<file path="config.mk">
export PLATFORM = sky130hd
export DESIGN_NAME = tx_ltssm_sequencer_flat
export DESIGN_NICKNAME = d
export VERILOG_FILES = /design/src/rtl/tx_ltssm_sequencer_pkg.sv /design/src/rtl/tx_ltssm_sequencer_if.sv /design/src/rtl/tx_ltssm_sequencer_timeout_counter.sv /design/src/rtl/tx_ltssm_sequencer.sv /design/src/flat_wrapper.sv
export SDC_FILE = /design/constraint.sdc
export NUM_CORES = 1
export LEC_CHECK = 0
export ABC_AREA = 1
export ABC_CLOCK_PERIOD_IN_PS = 1800
export CAP_MARGIN = 20
export CORE_UTILIZATION = 46
export CTS_CLUSTER_DIAMETER = 50
export DETAILED_ROUTE_END_ITERATION = 12
export PLACE_DENSITY = 0.77
export SLEW_MARGIN = 20
export SYNTH_ARGS = -nofsm -noshare
export SYNTH_HDL_FRONTEND = slang
export SYNTH_SLANG_ARGS = --single-unit
export TNS_END_PERCENT = 30
</file>
<file path="constraint.sdc">
create_clock -name Pclk -period 1.8 [get_ports Pclk]
set_input_delay 0.45 -clock Pclk [delete_from_list [all_inputs] [get_ports Pclk]]
set_output_delay 0.45 -clock Pclk [all_outputs]
set_load 0.05 [all_outputs]
</file>
<file path="src/rtl/tx_ltssm_sequencer_pkg.sv">
// Shared types for the TX LTSSM sequencer: state codes, OS types, device types.
// TX_LTSSM_RECOVERY_EN enables decode of the Recovery states B/C/D.
package tx_ltssm_pkg;

    typedef enum logic [3:0] {
        DetectQuiet        = 4'h0,
        DetectActive       = 4'h1,
        PollingActive      = 4'h2,
        PollingConfig      = 4'h3,
        CfgLinkWidthStart  = 4'h4,
        CfgLinkWidthAccept = 4'h5,
        CfgLaneNumWait     = 4'h6,
        CfgLaneNumActive   = 4'h7,
        CfgComplete        = 4'h8,
        CfgIdle            = 4'h9,
        L0                 = 4'hA,
        RecoveryRcvrLock   = 4'hB,
        RecoveryRcvrCfg    = 4'hC,
        RecoveryIdle       = 4'hD,
        Idle               = 4'hF
    } ltssmState_e;

    typedef enum logic [2:0] {
        OsTs1  = 3'd0,
        OsTs2  = 3'd1,
        OsIdle = 3'd4
    } osType_e;

    localparam int devDownstream = 0;
    localparam int devUpstream   = 1;

    localparam logic [7:0] linkPad = 8'd0;

    // Codes without a behaviour in this build fall back to Idle.
    function automatic ltssmState_e decodeState(input logic [3:0] code);
        ltssmState_e s;
        s = Idle;
        if (code <= 4'hA) s = ltssmState_e'(code);
`ifdef TX_LTSSM_RECOVERY_EN
        else if (code <= 4'hD) s = ltssmState_e'(code);
`endif
        return s;
    endfunction

endpackage

</file>
<file path="src/rtl/tx_ltssm_sequencer_if.sv">
// Ordered-set generator handshake and OS field bundle.
interface tx_ltssm_sequencer_if;

    logic [2:0] OSType;
    logic [7:0] LinkNumber;
    logic [4:0] LaneNumber;
    logic [2:0] Rate;
    logic       OSGeneratorStart;
    logic       OSGeneratorBusy;
    logic       OSGeneratorFinish;

    modport master (
        output OSType,
        output LinkNumber,
        output LaneNumber,
        output Rate,
        output OSGeneratorStart,
        input  OSGeneratorBusy,
        input  OSGeneratorFinish
    );

    modport slave (
        input  OSType,
        input  LinkNumber,
        input  LaneNumber,
        input  Rate,
        input  OSGeneratorStart,
        output OSGeneratorBusy,
        output OSGeneratorFinish
    );

endinterface

</file>
<file path="src/rtl/tx_ltssm_sequencer_timeout_counter.sv">
// Per-state timeout counter with 12 ms / 24 ms compare flags.
module ltssm_timeout_counter #(
    parameter int T12MS = 1500000,
    parameter int T24MS = 3000000,
    parameter int W     = 32
) (
    input  logic         Pclk,
    input  logic         Reset,
    input  logic         clear,
    input  logic         load,
    input  logic [W-1:0] loadVal,
    input  logic         enable,
    output logic         hit12,
    output logic         hit24
);

    logic [W-1:0] count;

    // Saturates so the compare flags stay high after expiry.
    always_ff @(posedge Pclk) begin
        if (!Reset) begin
            count <= '0;
        end else if (clear) begin
            count <= '0;
        end else if (load) begin
            count <= loadVal;
        end else if (enable && (count != '1)) begin
            count <= count + W'(1);
        end
    end

    assign hit12 = (count >= W'(T12MS));
    assign hit24 = (count >= W'(T24MS));

endmodule

</file>
<file path="src/rtl/tx_ltssm_sequencer.sv">
// Transmit-side LTSSM sequencer: PIPE TX control, OS generator handshake, LPIF mux.
// TX_LTSSM_RECOVERY_EN enables RecoveryRcvrLock/RcvrCfg/Idle.
module tx_ltssm_sequencer
    import tx_ltssm_pkg::*;
#(
    parameter int LANES        = 16,
    parameter int DEVICE_TYPE  = 0,
    parameter int MAX_GEN      = 1,
    parameter int POLL_ACT_OS  = 1024,
    parameter int POLL_CFG_OS  = 16,
    parameter int CFG_OS       = 16,
    parameter int RCVR_LOCK_OS = 16,
    parameter int T12MS        = 1500000,
    parameter int T24MS        = 3000000
) (
    input  logic                       Pclk,
    input  logic                       Reset,
    input  logic [3:0]                 SetTXState,
    output logic                       TXFinishFlag,
    output logic [3:0]                 TXExitTo,
    input  logic [LANES-1:0]           DetectStatus,
    output logic [LANES-1:0]           DetectReq,
    output logic [LANES-1:0]           ElecIdleReq,
    output logic [LANES-1:0]           DetectLanes,
    output logic [$clog2(LANES+1)-1:0] NumberDetectLanes,
    output logic                       WriteDetectLanesFlag,
    input  logic [7:0]                 ReadLinkNum,
    output logic [7:0]                 WriteLinkNum,
    output logic                       WriteLinkNumFlag,
    tx_ltssm_sequencer_if.master       osIf,
    output logic                       HoldFIFOData,
    output logic                       MuxSel,
    output logic                       turnOff
);

    localparam int NW = $clog2(LANES + 1);

    ltssmState_e state;
    ltssmState_e nextState;
    ltssmState_e exitTo;
    logic        stateChg;
    logic        exitCond;
    logic        fire;
    logic        done;
    logic        hit12;
    logic        hit24;
    logic        allDet;
    logic        anyDet;
    logic [NW-1:0] numDet;
    logic [15:0] osCnt;
    logic        outstanding;
    logic        startD;
    logic        linkDone;
    logic        linkWrD;
    logic        detWrD;

    logic             osState;
    osType_e          osTypeD;
    logic [7:0]       linkD;
    logic [4:0]       laneD;
    logic [LANES-1:0] detReqD;
    logic [LANES-1:0] eidleD;
    logic             holdD;
    logic             muxD;
    logic             turnOffD;

    ltssm_timeout_counter #(
        .T12MS (T12MS),
        .T24MS (T24MS),
        .W     (32)
    ) uTimeout (
        .Pclk    (Pclk),
        .Reset   (Reset),
        .clear   (stateChg),
        .load    (1'b0),
        .loadVal (32'd0),
        .enable  (1'b1),
        .hit12   (hit12),
        .hit24   (hit24)
    );

    assign allDet = &DetectStatus;
    assign anyDet = |DetectStatus;

    always_comb begin
        numDet = '0;
        for (int i = 0; i < LANES; i++) begin
            if (DetectStatus[i]) numDet = NW'(i + 1);
        end
    end

    always_ff @(posedge Pclk) begin
        if (!Reset) state <= Idle;
        else        state <= nextState;
    end

    always_comb begin
        nextState = decodeState(SetTXState);
        stateChg  = (nextState != state);
        exitCond  = 1'b0;
        exitTo    = DetectQuiet;
        unique case (state)
            DetectQuiet: begin
                exitCond = hit12;
                exitTo   = DetectActive;
            end
            DetectActive: begin
                exitCond = allDet || hit12;
                exitTo   = anyDet ? PollingActive : DetectQuiet;
            end
            PollingActive: begin
                if (osCnt >= 16'(POLL_ACT_OS)) begin
                    exitCond = 1'b1;
                    exitTo   = PollingConfig;
                end else if (hit24) begin
                    exitCond = 1'b1;
                    exitTo   = DetectQuiet;
                end
            end
            PollingConfig: begin
                exitCond = (osCnt >= 16'(POLL_CFG_OS));
                exitTo   = CfgLinkWidthStart;
            end
            CfgLinkWidthAccept: begin
                exitCond = (DEVICE_TYPE == devDownstream) && osIf.OSGeneratorFinish;
                exitTo   = CfgLaneNumWait;
            end
            CfgComplete: begin
                exitCond = (osCnt >= 16'(CFG_OS));
                exitTo   = CfgIdle;
            end
            CfgIdle: begin
                exitCond = (osCnt >= 16'(CFG_OS));
                exitTo   = L0;
            end
`ifdef TX_LTSSM_RECOVERY_EN
            RecoveryRcvrLock: begin
                if (osCnt >= 16'(RCVR_LOCK_OS)) begin
                    exitCond = 1'b1;
                    exitTo   = RecoveryRcvrCfg;
                end else if (hit24) begin
                    exitCond = 1'b1;
                    exitTo   = DetectQuiet;
                end
            end
            RecoveryRcvrCfg: begin
                exitCond = (osCnt >= 16'(CFG_OS));
                exitTo   = RecoveryIdle;
            end
            RecoveryIdle: begin
                exitCond = (osCnt >= 16'(CFG_OS));
                exitTo   = L0;
            end
`endif
            default: ;
        endcase
    end

    always_comb begin
        osState  = 1'b0;
        osTypeD  = OsTs1;
        linkD    = '0;
        laneD    = '0;
        detReqD  = '0;
        eidleD   = '0;
        holdD    = 1'b1;
        muxD     = 1'b0;
        turnOffD = 1'b1;
        unique case (state)
            DetectQuiet:   eidleD = '1;
            DetectActive:  detReqD = '1;
            PollingActive: osState = 1'b1;
            PollingConfig: begin
                osState = 1'b1;
                osTypeD = OsTs2;
            end
            CfgLinkWidthStart: begin
                osState = 1'b1;
                linkD   = (DEVICE_TYPE == devDownstream) ? 8'd1 : linkPad;
            end
            CfgLinkWidthAccept, CfgLaneNumWait, CfgLaneNumActive: begin
                osState = 1'b1;
                linkD   = ReadLinkNum;
                laneD   = 5'd1;
            end
            CfgComplete: begin
                osState = 1'b1;
                osTypeD = OsTs2;
                linkD   = ReadLinkNum;
                laneD   = 5'd1;
            end
            CfgIdle: begin
                osState = 1'b1;
                osTypeD = OsIdle;
            end
            L0: begin
                holdD    = 1'b0;
                muxD     = 1'b1;
                turnOffD = 1'b0;
            end
`ifdef TX_LTSSM_RECOVERY_EN
            RecoveryRcvrLock: begin
                osState = 1'b1;
                linkD   = ReadLinkNum;
                laneD   = 5'd1;
            end
            RecoveryRcvrCfg: begin
                osState = 1'b1;
                osTypeD = OsTs2;
                linkD   = ReadLinkNum;
                laneD   = 5'd1;
            end
            RecoveryIdle: begin
                osState = 1'b1;
                osTypeD = OsIdle;
            end
`endif
            default: ;
        endcase
    end

    assign fire   = exitCond && !done;
    assign detWrD = fire && (state == DetectActive) && (exitTo == PollingActive);
    assign linkWrD = (state == CfgLinkWidthStart) && (DEVICE_TYPE == devDownstream)
                     && !linkDone && !stateChg;
    // No new OS once the state has met its exit, so the count never overshoots.
    assign startD = osState && !osIf.OSGeneratorBusy && !outstanding
                    && !done && !exitCond && !stateChg;

    always_ff @(posedge Pclk) begin
        if (!Reset) begin
            TXFinishFlag         <= 1'b0;
            TXExitTo             <= 4'h0;
            done                 <= 1'b0;
            osCnt                <= '0;
            outstanding          <= 1'b0;
            osIf.OSGeneratorStart <= 1'b0;
            DetectLanes          <= '0;
            NumberDetectLanes    <= '0;
            WriteDetectLanesFlag <= 1'b0;
            linkDone             <= 1'b0;
            WriteLinkNum         <= 8'd0;
            WriteLinkNumFlag     <= 1'b0;
        end else begin
            TXFinishFlag <= fire;
            if (fire) TXExitTo <= exitTo;
            done <= stateChg ? 1'b0 : (done | fire);

            if (stateChg)
                osCnt <= '0;
            else if (osIf.OSGeneratorFinish && (osCnt != '1))
                osCnt <= osCnt + 16'd1;

            osIf.OSGeneratorStart <= startD;
            if (startD)
                outstanding <= 1'b1;
            else if (osIf.OSGeneratorFinish)
                outstanding <= 1'b0;

            WriteDetectLanesFlag <= detWrD;
            if (detWrD) begin
                DetectLanes       <= DetectStatus;
                NumberDetectLanes <= numDet;
            end

            linkDone         <= stateChg ? 1'b0 : (linkDone | linkWrD);
            WriteLinkNumFlag <= linkWrD;
            if (linkWrD) WriteLinkNum <= 8'd1;
        end
    end

    always_ff @(posedge Pclk) begin
        if (!Reset) begin
            DetectReq       <= '0;
            ElecIdleReq     <= '0;
            osIf.OSType     <= 3'd0;
            osIf.LinkNumber <= 8'd0;
            osIf.LaneNumber <= 5'd0;
            osIf.Rate       <= 3'(MAX_GEN);
            HoldFIFOData    <= 1'b1;
            MuxSel          <= 1'b0;
            turnOff         <= 1'b1;
        end else begin
            DetectReq       <= detReqD;
            ElecIdleReq     <= eidleD;
            osIf.OSType     <= osTypeD;
            osIf.LinkNumber <= linkD;
            osIf.LaneNumber <= laneD;
            osIf.Rate       <= 3'(MAX_GEN);
            HoldFIFOData    <= holdD;
            MuxSel          <= muxD;
            turnOff         <= turnOffD;
        end
    end

endmodule

</file>
<file path="src/flat_wrapper.sv">
// flat-port wrapper written by rule: the top's interface ports become plain ports
module tx_ltssm_sequencer_flat import tx_ltssm_pkg::*;
#(
    parameter int LANES        = 16,
    parameter int DEVICE_TYPE  = 0,
    parameter int MAX_GEN      = 1,
    parameter int POLL_ACT_OS  = 1024,
    parameter int POLL_CFG_OS  = 16,
    parameter int CFG_OS       = 16,
    parameter int RCVR_LOCK_OS = 16,
    parameter int T12MS        = 1500000,
    parameter int T24MS        = 3000000
)
  (Pclk, Reset, SetTXState, TXFinishFlag, TXExitTo, DetectStatus, DetectReq, ElecIdleReq, DetectLanes, NumberDetectLanes, WriteDetectLanesFlag, ReadLinkNum, WriteLinkNum, WriteLinkNumFlag, HoldFIFOData, MuxSel, turnOff, osIf_OSType, osIf_LinkNumber, osIf_LaneNumber, osIf_Rate, osIf_OSGeneratorStart, osIf_OSGeneratorBusy, osIf_OSGeneratorFinish);
  tx_ltssm_sequencer_if osIf_i ();
  input  logic Pclk;
  input  logic Reset;
  input  logic [3:0] SetTXState;
  output logic TXFinishFlag;
  output logic [3:0] TXExitTo;
  input  logic [LANES-1:0] DetectStatus;
  output logic [LANES-1:0] DetectReq;
  output logic [LANES-1:0] ElecIdleReq;
  output logic [LANES-1:0] DetectLanes;
  output logic [$clog2(LANES+1)-1:0] NumberDetectLanes;
  output logic WriteDetectLanesFlag;
  input  logic [7:0] ReadLinkNum;
  output logic [7:0] WriteLinkNum;
  output logic WriteLinkNumFlag;
  output logic HoldFIFOData;
  output logic MuxSel;
  output logic turnOff;
  output wire logic [$bits(osIf_i.OSType)-1:0] osIf_OSType;
  output wire logic [$bits(osIf_i.LinkNumber)-1:0] osIf_LinkNumber;
  output wire logic [$bits(osIf_i.LaneNumber)-1:0] osIf_LaneNumber;
  output wire logic [$bits(osIf_i.Rate)-1:0] osIf_Rate;
  output wire logic [$bits(osIf_i.OSGeneratorStart)-1:0] osIf_OSGeneratorStart;
  input wire logic [$bits(osIf_i.OSGeneratorBusy)-1:0] osIf_OSGeneratorBusy;
  input wire logic [$bits(osIf_i.OSGeneratorFinish)-1:0] osIf_OSGeneratorFinish;
  assign osIf_OSType = osIf_i.OSType;
  assign osIf_LinkNumber = osIf_i.LinkNumber;
  assign osIf_LaneNumber = osIf_i.LaneNumber;
  assign osIf_Rate = osIf_i.Rate;
  assign osIf_OSGeneratorStart = osIf_i.OSGeneratorStart;
  assign osIf_i.OSGeneratorBusy = osIf_OSGeneratorBusy;
  assign osIf_i.OSGeneratorFinish = osIf_OSGeneratorFinish;
  tx_ltssm_sequencer #(.LANES(LANES), .DEVICE_TYPE(DEVICE_TYPE), .MAX_GEN(MAX_GEN), .POLL_ACT_OS(POLL_ACT_OS), .POLL_CFG_OS(POLL_CFG_OS), .CFG_OS(CFG_OS), .RCVR_LOCK_OS(RCVR_LOCK_OS), .T12MS(T12MS), .T24MS(T24MS)) u_core (.Pclk(Pclk), .Reset(Reset), .SetTXState(SetTXState), .TXFinishFlag(TXFinishFlag), .TXExitTo(TXExitTo), .DetectStatus(DetectStatus), .DetectReq(DetectReq), .ElecIdleReq(ElecIdleReq), .DetectLanes(DetectLanes), .NumberDetectLanes(NumberDetectLanes), .WriteDetectLanesFlag(WriteDetectLanesFlag), .ReadLinkNum(ReadLinkNum), .WriteLinkNum(WriteLinkNum), .WriteLinkNumFlag(WriteLinkNumFlag), .osIf(osIf_i), .HoldFIFOData(HoldFIFOData), .MuxSel(MuxSel), .turnOff(turnOff));
endmodule
</file>
==> summary.txt <==
Outcome
  – Status: finished with violations
  – Failing checks: setup timing

GRT
  – Grt ovf: 0
  – Vias in the first global route: 5597
  – Total GRT Usage: 25.9%
  – Initial antenna violation count: 0
  – First-pass GRT wire length: 25700 um
  – Pin count of the biggest net entering global routing: 26

Die
  – Die H: 111 um
  – Core footprint: 11500 um2
  – Initial cell density of the core: 47.4%
  – Die area: 12200 um2
  – Core Rows: 39
  – Die W: 111 um
  – Top Ports: 123

Drt
  – Pre-antenna DRT Iters: 8
  – DR iter-0 viols: 529
  – DRC Markers: 0
  – Vias per cell: 5.30
  – Routed WL per cell: 15.1 um
  – Post-route ant nets: 0
  – Final WL: 17600 um
  – Vias: 6169

Hold path
  – Hold Path Stages: 4
  – HP Class: in2reg

Worst setup path
  – Crit-path most repeated cell: a21oi_2
  – Worst Setup End Kind: flop
  – Largest delay contributor family on the critical path: buffers and inverters
  – Crit-path max FO: 5
  – Crit path kind: in2reg
  – Crit-path cells: clkdlybuf4s50_1 -> nor2_1 -> nand3_1 -> nor4_4 -> a21oi_2 -> inv_1 -> nor2_8 -> clkbuf_16 -> nand2_2 -> a21oi_2
  – Critical path launch point type: input port
  – Slowest cell on crit path: clkdlybuf4s50_1
  – Required @ worst endpoint: 2020 ps
  – Bufs and invs on worst path: 3
  – CP Depth: 10
  – WP data arrival: 2220 ps
  – CP max stage delay: 470 ps
  – Worst R2R Path Depth: 14

Layout
  – Nets: 1052
  – Design area: 8650 um2
  – Filler cell count: 703
  – Multi-input gate area: 3030 um2
  – Register area: 2010 um2
  – Area Overhead vs Synth: 59.2%
  – Layout cells sized above 1: 39.1%
  – Diodes inserted: 0

Timing
  – Setup ws final: -197 ps
  – RSZ-0062 raised after global routing: yes
  – F_max: 0.501 GHz
  – Clock skew: 13.7 ps
  – Hold Fails Final Rpt: 0
  – Max Slew Vio Count: 0
  – Minimum clock period: 2000 ps
  – Final setup viols: 26
  – Ratio of final minimum period to clock period: 111%

Synth
  – Post-synthesis sequential area ratio: 36.5%
  – Synth Instances: 800
  – Mapped Area: 5430 um2
  – Yosys reg bits: 99
  – Synthesis Warnings: 0
  – Post-Syn Area per Cell: 6.79 um2
  – Count of different cell masters after synthesis: 38

Clocking
  – Latest clock arrival within the worst-skew pair: 360 ps
  – H-tree Lvls: 3
  – CTS clk-pin slew, worst paths: 70 ps
  – Sink Count: 99
  – Clk buf depth: 2
  – Cts hold-fix bufs: 0
  – CTS tree: done
  – Num CTS Buffers: 9
  – Clk root buf: clkbuf_16

Pwr
  – P_leak: 3.95 nW
  – Design Power: 0.00476 W
  – Pwr Density: 551 nW/um2
  – Max VDD drop: 647 uV

Placed design
  – Setup WS pre-CTS: -605 ps
  – Post-DP HPWL: 10700 um
  – Dpl cell area: 7490 um2
  – Buffers on Ports: 107
  – Gpl congestion: 1.00

Flow run
  – Max_cap viols: 0
[logic make-up (layout without fill, tap and decap cells)]
| logic type | Yosys count | count (layout) | synth area share [%] |
|---|---|---|---|
| AOI/OAI and AO/OA | 88 | 88 | 9.38 |
| other | 2 | 15 | 0.138 |
| and+or+nand+nor | 392 | 392 | 31.8 |
| buffers and inverters | 188 | 396 | 16.9 |
| DFF | 99 | 99 | 36.5 |
| xor gates and xnor gates | 27 | 27 | 4.35 |
| adders and majority gates | 4 | 4 | 0.921 |
[worst register-to-register path: stages, from the launching register on]
cell and delay (ps):
dfxtp_4 360, nor2_4 160, inv_1 70, nor2_1 110, nand2_1 70, nor2_1 140
nand2_2 90, nand2_2 90, a21oi_4 70, nand3_4 110, nand2_4 90, nor2_8 200
clkbuf_16 190, nand2_2 60, a21oi_2 110
[Yosys cell counts]
cell | n | area, um2
o32ai_1 | 1 | 8.76
nor2_1 | 107 | 402
clkbuf_1 | 6 | 22.5
buf_4 | 50 | 375
nand2_1 | 177 | 664
o21a_1 | 1 | 7.51
nand3_2 | 2 | 20.0
a21oi_2 | 11 | 96.3
xnor2_1 | 7 | 61.3
a211oi_1 | 2 | 15.0
o21ai_0 | 27 | 135
nand4_2 | 1 | 12.5
inv_2 | 7 | 26.3
nor3_1 | 31 | 155
a21oi_1 | 30 | 150
nor3_2 | 1 | 10.0
nor4_1 | 11 | 68.8
nand3b_1 | 1 | 7.51
nand2_2 | 13 | 81.3
nand3_1 | 23 | 115
buf_2 | 6 | 30.0
nor2_8 | 1 | 20.0
ha_1 | 4 | 50.1
xor2_1 | 20 | 175
o211ai_1 | 1 | 7.51
buf_12 | 1 | 20.0
nand2_4 | 1 | 11.3
o21ai_1 | 6 | 30.0
nand4_1 | 15 | 93.8
o2111ai_1 | 1 | 8.76
nor4_4 | 1 | 21.3
nor4b_1 | 1 | 8.76
inv_1 | 118 | 443
conb_1 | 2 | 7.51
dfxtp_1 | 99 | 1980
or2_2 | 3 | 18.8
nor2_2 | 3 | 18.8
a31oi_1 | 8 | 50.1
[registers in the layout (all words and copies together) (netlist names), 2 cells and up]
register / flops
u_core.state: 4
u_core.NumberDetectLanes: 5
u_core.TXExitTo: 4
u_core.DetectLanes: 15
u_core.osCnt: 16
u_core.osIf.OSType: 2
u_core.osIf.LinkNumber: 8
u_core.uTimeout.count: 32
[through the flow]
step                hold WS, ps  instances  utilization, %  setup TNS (ps)
floorplan                   447        813               -               0
global route                416       1164            75.4           -7050
finish                      407       1164            75.4           -3580
detailed placement          455       1121            65.3          -39320
global placement            447       1121            65.3          -34750
CTS                         465       1157            71.0           -2090
[power by group]
group	internal, W	total, W	switching [W]
Sequential	0.00220	0.00221	0.00000887
Clock	0.00112	0.00201	0.000885
Combinational	0.000236	0.000548	0.000312
Total	0.00356	0.00476	0.00121
[layer usage]
| layer | vias to the layer above | wire length, um | track usage (%) |
|---|---|---|---|
| li1 | 2886 | - | - |
| met3 | 87 | 1500 | 6.51 |
| met1 | 2812 | 6590 | 29.5 |
| met5 | - | 0 | 0 |
| met4 | 0 | 803 | 12.6 |
| met2 | 384 | 8700 | 45.1 |
[worst paths after layout]
path                             startpoint                     endpoint  slack, ps
setup / recovery            DetectStatus[3]        u_core.DetectLanes[3]       -200
hold / removal                SetTXState[1]              u_core.state[1]        410
setup reg to reg  u_core.uTimeout.count[23]  u_core.NumberDetectLanes[2]       -190
hold reg to reg       u_core.DetectLanes[7]        u_core.DetectLanes[7]        470
[placed cells by master (no fill, tap or decap), drive strengths merged, types with 2 or more instances in the layout]
master	count
a211oi	2
dlygate4sd2	2
inv	125
xnor2	7
nand4	16
a21oi	41
nor3	32
clkdlybuf4s50	16
buf	222
conb	15
a31oi	8
ha	4
clkinv	2
dlymetal6s2s	9
nand2	191
nand3	25
nor4	12
clkbuf	17
clkinvlp	2
xor2	20
nor2	111
dfxtp	99
o21ai	33
or2	3
[timing repair]
action,4_1_cts,5_1_grt
cloned,4,3
pin swaps,15,51
buffers inserted,16,5
resized for setup,41,141
setup endpoints to repair,77,81
[cell type report]
cell class	instances	share of cell area, %
Tap cell	143	2.07
Inverter	125	5.57
Sequential cell	99	23.2
Clock inverter	5	0.723
Clock buffer	11	2.81
Multi-Input combinational cell	526	35.0
Timing Repair Buffer	255	30.7
No activity file was read; power rests on OpenSTA's default activity.
